[src/rtl/mult_add_acc_pipe.sv]
// Pipelined unsigned a*b+c with in-place running accumulation, valid and last tracking.
// Optional sticky overflow flag and port enabled by defining MULT_ADD_OVF_EN.
module mult_add_acc_pipe #(
    parameter int unsigned WIDTH   = 18,
    parameter int unsigned LATENCY = 3,
    parameter int unsigned GUARD   = 4
) (
    input  logic                        clk,
    input  logic                        rst,
    input  logic                        ce,
    input  logic                        sclr,
    input  logic                        in_valid,
    input  logic [WIDTH-1:0]            a,
    input  logic [WIDTH-1:0]            b,
    input  logic [WIDTH-1:0]            c,
    input  logic                        acc_en,
    input  logic                        acc_first,
    input  logic                        in_last,
    output logic                        out_valid,
    output logic [2*WIDTH+GUARD-1:0]    p,
    output logic                        out_last
`ifdef MULT_ADD_OVF_EN
    ,
    output logic                        ovf
`endif
);

    localparam int unsigned PW    = 2 * WIDTH + GUARD;
    localparam int unsigned MW    = 2 * WIDTH;
    localparam int unsigned DEPTH = LATENCY - 1;
    localparam int unsigned LS    = DEPTH - 1;
`ifdef MULT_ADD_OVF_EN
    localparam int unsigned SW    = PW + 1;
`else
    localparam int unsigned SW    = PW;
`endif

    logic [MW-1:0]    prod_q [DEPTH];
    logic [WIDTH-1:0] c_q    [DEPTH];
    logic [DEPTH-1:0] vld_q;
    logic [DEPTH-1:0] acc_en_q;
    logic [DEPTH-1:0] acc_first_q;
    logic [DEPTH-1:0] last_q;

    logic [MW-1:0]    prod_c;
    logic [PW-1:0]    addend_c;
    logic [SW-1:0]    sum_c;
    logic             seed_c;

    assign prod_c = MW'(a) * MW'(b);

    // Product and control delay line, stages 1..LATENCY-1
    always_ff @(posedge clk or posedge rst) begin
        if (rst) begin
            for (int i = 0; i < int'(DEPTH); i++) begin
                prod_q[i] <= '0;
                c_q[i]    <= '0;
            end
            vld_q       <= '0;
            acc_en_q    <= '0;
            acc_first_q <= '0;
            last_q      <= '0;
        end else if (sclr) begin
            vld_q <= '0;
        end else if (ce) begin
            prod_q[0]      <= prod_c;
            c_q[0]         <= c;
            vld_q[0]       <= in_valid;
            acc_en_q[0]    <= acc_en;
            acc_first_q[0] <= acc_first;
            last_q[0]      <= in_last;
            for (int i = 1; i < int'(DEPTH); i++) begin
                prod_q[i]      <= prod_q[i-1];
                c_q[i]         <= c_q[i-1];
                vld_q[i]       <= vld_q[i-1];
                acc_en_q[i]    <= acc_en_q[i-1];
                acc_first_q[i] <= acc_first_q[i-1];
                last_q[i]      <= last_q[i-1];
            end
        end
    end

    // Final-stage adder: feedback from p only when continuing an accumulation
    always_comb begin
        seed_c   = !acc_en_q[LS] || acc_first_q[LS];
        addend_c = seed_c ? PW'(c_q[LS]) : p;
        sum_c    = SW'(prod_q[LS]) + SW'(addend_c);
    end

    always_ff @(posedge clk or posedge rst) begin
        if (rst) begin
            p         <= '0;
            out_valid <= 1'b0;
            out_last  <= 1'b0;
        end else if (sclr) begin
            p         <= '0;
            out_valid <= 1'b0;
            out_last  <= 1'b0;
        end else if (ce) begin
            out_valid <= vld_q[LS];
            out_last  <= vld_q[LS] & last_q[LS];
            if (vld_q[LS]) begin
                p <= sum_c[PW-1:0];
            end
        end
    end

`ifdef MULT_ADD_OVF_EN
    // Sticky carry-out; a seeded result restarts it from its own carry
    always_ff @(posedge clk or posedge rst) begin
        if (rst) begin
            ovf <= 1'b0;
        end else if (sclr) begin
            ovf <= 1'b0;
        end else if (ce && vld_q[LS]) begin
            ovf <= seed_c ? sum_c[PW] : (ovf | sum_c[PW]);
        end
    end
`endif

endmodule

[config.mk]
export PLATFORM = sky130hd
export DESIGN_NAME = mult_add_acc_pipe
export DESIGN_NICKNAME = d
export VERILOG_FILES = /design/src/rtl/mult_add_acc_pipe.sv
export SDC_FILE = /design/constraint.sdc
export NUM_CORES = 1
export LEC_CHECK = 0
export CAP_MARGIN = 20
export CORE_MARGIN = 2
export CORE_UTILIZATION = 45
export DETAILED_ROUTE_END_ITERATION = 6
export PLACE_DENSITY_LB_ADDON = 0.08
export SETUP_SLACK_MARGIN = 0.3
export SLEW_MARGIN = 20
export SYNTH_ARGS = -nofsm -noshare
export SYNTH_HDL_FRONTEND = slang
export SYNTH_SLANG_ARGS = --single-unit
[constraint.sdc]
create_clock -name clk -period 5.2 [get_ports clk]
set_input_delay 0.52 -clock clk [delete_from_list [all_inputs] [get_ports clk]]
set_output_delay 0.52 -clock clk [all_outputs]
set_load 0.005 [all_outputs]
# == After elaboration in Yosys (flattened, before gate mapping) ==
# Cells that the tools add are included.
# totals
regBits,158
in_bits,62
out_inout_bits,42
elab_cells,31
# op_classes
add_sub_neg,1
multipliers,1
n_mux,10
n_bitwise,2
reduce_logical,6
# ops
cell,count
$mux W40,4
$add A36 B40 Y40,1
$mul A18 B18 Y36,1
$mux W1,4
$mux W2,2
$reduce_and A2 Y1,2
$reduce_bool A2 Y1,2
$and A1 B1 Y1,1
$logic_not A1 Y1,1
$logic_or A1 B1 Y1,1
$not A1 Y1,1

# == Logic depth before layout (Yosys ltp) ==
# depth
ltp_word,7
depth_mapped,25

# == Worst setup path after synthesis ==
# No wires, ideal clock.
# synth_path
path_type,input to register
from,input a[15]
to,register prod_q[70] (netlist name)
setup_ns,0.069
arrival_ns,6.213
required_ns,5.131
setup_slack_ns,-1.082
cell_stages,23
n_path_buf,3
cell_sequence,clkbuf_1 > clkbuf_1 > nand2_1 > fa_1 > fa_1 > fa_1 > inv_1 > fa_1 > fa_1 > inv_1 > fa_1 > inv_1 > ha_1 > clkbuf_1 > nand3_1 > a21oi_1 > o22ai_1 > a21oi_1 > a31o_2 > a21o_1 > a21oi_1 > or4_1 > nand3_1
# synth_via
elab_chain_cells,1
# synth_lines
item,line_no,source
start: declaration,13,"input logic [WIDTH-1:0] a,"
$mul A18 B18 Y36,50,assign prod_c = MW'(a) * MW'(b);
end signal: indexed assignment,73,prod_q[i] <= prod_q[i-1];
end: declaration,38,logic [MW-1:0] prod_q [DEPTH];
# No other way between the ends.
# A chain may end at the register's enable or synchronous reset.

# == Worst setup path after layout ==
# layout_path
from,input b[8]
to,register prod_q[70] (netlist name)
# layout_via
elab_chain_cells,1
# layout_lines
item,line_no,source
start: declaration,14,"input logic [WIDTH-1:0] b,"
$mul A18 B18 Y36,50,
# No other way between the ends.

==> impl_metrics.env <==
export IMPL_outcome="finished with violations"
export IMPL_violations="setup timing"
export IMPL_die_y_um=207.0
export IMPL_rsz0062_at_grt="yes"
export IMPL_synth_top_area_cell="fa_1"
export IMPL_synth_seq_cells=158
export IMPL_initialDrtViolationCount=796
export IMPL_num_rows=74
export IMPL_critPathKind="input pin to flop"
export IMPL_synth_simple_area_share=0.1961
export IMPL_synth_xor_area_frac=0.02786
export IMPL_fin_worst_skew_ns=0.01027
export IMPL_relSlewSlack=0.5595
export IMPL_grt_pass1_wl_um=81610
export IMPL_die_area_mm2=0.04286
export IMPL_viasPerCell=5.037
export IMPL_vias=15070
export IMPL_boundaryPins=104
export IMPL_worstPathRequired_ns=5.56
export IMPL_period_minus_slack_ns=5.632
export IMPL_cp_top_family="adder cells"
export IMPL_arrival_ns=5.99
export IMPL_synth_top_area_share=0.2774
export IMPL_crit_path_max_incr_delay_ns=0.52
export IMPL_initial_core_util=0.4553
export IMPL_final_nets=2911
export IMPL_ys_top_cells_by_count="545 x nand2_1, 321 x inv_1, 257 x fa_1"
export IMPL_ys_seq_area_frac=0.2132
export IMPL_gp_congestion=0.9042
export IMPL_drc=0
export IMPL_routed_wl_um=49850
export IMPL_root_buffer="clkbuf_16"
export IMPL_h_tree_depth=4
export IMPL_worst_slew_pin_slew_ns=0.6577
export IMPL_synth_most_common_cell="nand2_1"
export IMPL_cts_tree="done"
export IMPL_synth_top_family_by_area="adder cells"
export IMPL_antenna_found_initial=0
export IMPL_hold_viol_final=0
export IMPL_syn_inst=2144
export IMPL_wire_per_inst_um=16.67
export IMPL_cp_common_cell="fa_1"
export IMPL_clkTransAtPathRegs_ns=0.07
export IMPL_yosysWarnings=0
export IMPL_synthAdderAreaFrac=0.3759
export IMPL_fmax_mhz=177.5
export IMPL_synth_nets=2609
export IMPL_synth_ff_type="dfrtp_1"
export IMPL_stdcell_area_mm2=0.02399
export IMPL_setup_slack_ns=-0.4324
export IMPL_synth_edf_count=0
export IMPL_synth_top_cells_by_area="fa_1 28%, dfrtp_1 21%, nand2_1 11%, ha_1 9.8%, inv_1 6.5%"
export IMPL_synth_area_mm2=0.01855
export IMPL_ys_types=56
export IMPL_finalSetupViolCount=18
export IMPL_period_share=1.083
export IMPL_synth_compound_area_frac=0.09073
export IMPL_crit_buf_inv=8
export IMPL_slew_violations=0
export IMPL_grtUsageTotal=0.2350
export IMPL_ant_nets=0
export IMPL_syn2layout_area_growth_pct=29.36
export IMPL_postCtsHoldBufs=0
export IMPL_die_x_um=207.0
export IMPL_dpl_cell_area_mm2=0.02169
export IMPL_path_max_fanout=5
export IMPL_syn_avg_cell_area_um2=8.652
export IMPL_clock_sinks=158
export IMPL_numCtsBuffers=17
export IMPL_stdcell_count=2991
export IMPL_grt_overflow_total=0
export IMPL_timing_hold_worst_class="flop to flop"
export IMPL_worstSkewPairLatency_ns=0.43
export IMPL_dp_hpwl_um=39250
export IMPL_slowest_stage="fa_2"
export IMPL_portBuffers=103
export IMPL_clock_path_buffers=2
export IMPL_antenna_cells=0
export IMPL_layout_drive_gt1_share=0.2342
export IMPL_grt_max_degree=91
export IMPL_grt_pass1_vias=15840
export IMPL_ys_async_sr_fraction=1.000
export IMPL_synthMuxAreaShare=0.01255
export IMPL_firstDrtPassIters=5
export IMPL_maxCapViolCount=0
export IMPL_start_kind="input pin"
export IMPL_cp_end_kind="flop"
export IMPL_placed_cells=2885
export IMPL_core_area_mm2=0.04074
-- layout by cell type (no fill, tap or decap), types with 6 or more instances in the layout --
cell type | Yosys | routed
buf_12 | 0 | 18
clkbuf_16 | 0 | 17
xor2_1 | 34 | 32
and3_1 | 12 | 11
buf_2 | 0 | 16
a21o_1 | 32 | 31
a211o_1 | 8 | 8
o21ai_1 | 7 | 28
nand2_2 | 0 | 23
inv_6 | 0 | 6
ha_1 | 146 | 122
xnor2_1 | 25 | 20
nand3_1 | 22 | 18
mux2_2 | 18 | 18
inv_1 | 321 | 278
nand2b_1 | 9 | 6
o21a_1 | 6 | 6
a21oi_2 | 2 | 16
nand2_1 | 545 | 513
dfrtp_1 | 158 | 158
nor2_1 | 40 | 37
o21ai_2 | 1 | 6
nand2_4 | 0 | 9
clkdlybuf4s15_2 | 0 | 8
ha_4 | 0 | 20
o21ai_0 | 86 | 59
buf_6 | 0 | 60
inv_2 | 0 | 41
buf_4 | 0 | 192
a211oi_1 | 9 | 7
fa_2 | 0 | 27
and2_1 | 165 | 141
a21oi_1 | 73 | 54
clkdlybuf4s50_1 | 0 | 67
and2_4 | 0 | 24
fa_1 | 257 | 230
-- stage by stage --
step	hold WS, ns	TNS [ns]	util	worst slack [ns]
after floorplan	0.4379	-4.710	-	-0.5147
after global placement	0.4494	-23.71	0.5324	-1.289
after detailed placement	0.4498	-25.12	0.5324	-1.346
after CTS	0.4674	-4.431	0.5771	-0.3642
after global routing	0.4795	-8.201	0.5890	-0.6103
final	0.4659	-4.797	0.5890	-0.4324
-- cells by family after synthesis --
logic type / after synthesis
AO/OA/AOI/OAI: 270
XOR/XNOR: 59
adder cells (fa/ha/maj): 403
buffers and inverters: 414
flip-flops: 158
multiplexers: 21
AND/OR/NAND/NOR: 819
-- worst paths after layout --
path,from,end,slack [ns],depth (start not counted)
worst min register to register,prod_q[59],prod_q[23],0.47,2
min in group asynchronous,rst,out_last,0.56,2
max in group asynchronous,rst,prod_q[26],3.66,3
worst max-delay path,b[8],prod_q[70],-0.43,25
worst max register to register,acc_first_q[1],p[38],0.74,12
worst min-delay path,prod_q[59],prod_q[23],0.47,2
-- layout make-up --
type                       instances  area, um2
fill                            3670      16740
tap                              532      665.6
timing repair buffer             376       3557
sequential                       158       3954
inverter                         321       1212
clock inverter                    13      152.6
clock buffer                      19      442.9
multi-input combinational       1572      14010
-- flip-flops by register name (all words and copies together) (netlist names) --
register,cells
prod_q,72
p,40
c_q,36
acc_en_q,2
acc_first_q,2
last_q,2
vld_q,2
out_last,1
out_valid,1
-- worst reg2reg max path, cell delays in order, from the launching register on --
cell	delay, ns
dfrtp_1	0.38
nor2b_2	0.54
buf_4	0.41
mux2_2	0.39
ha_1	0.44
nand3_1	0.18
nor4_1	0.38
o21ai_1	0.24
o311ai_1	0.61
a41o_1	0.35
nand2_1	0.09
or3_1	0.31
nand3_1	0.08
-- timing repair --
action,in CTS,in global routing
pin swaps,155,128
buffers inserted,58,9
gates resized for setup,284,137
gates cloned,6,0
setup endpoints to repair,25,25
-- layer usage --
| layer | global-route usage | share of wire | up-vias |
|---|---|---|---|
| met4 | 0.06798 | 0.023 | 0 |
| met2 | 0.4201 | 0.51 | 301 |
| met3 | 0.01865 | 0.030 | 59 |
| met5 | 0 | 0 | - |
| met1 | 0.3051 | 0.44 | 7433 |
| li1 | - | - | 7273 |
Power is not shown: default switching activity piles up to over one toggle a cycle in this logic, so the estimate is an artifact.
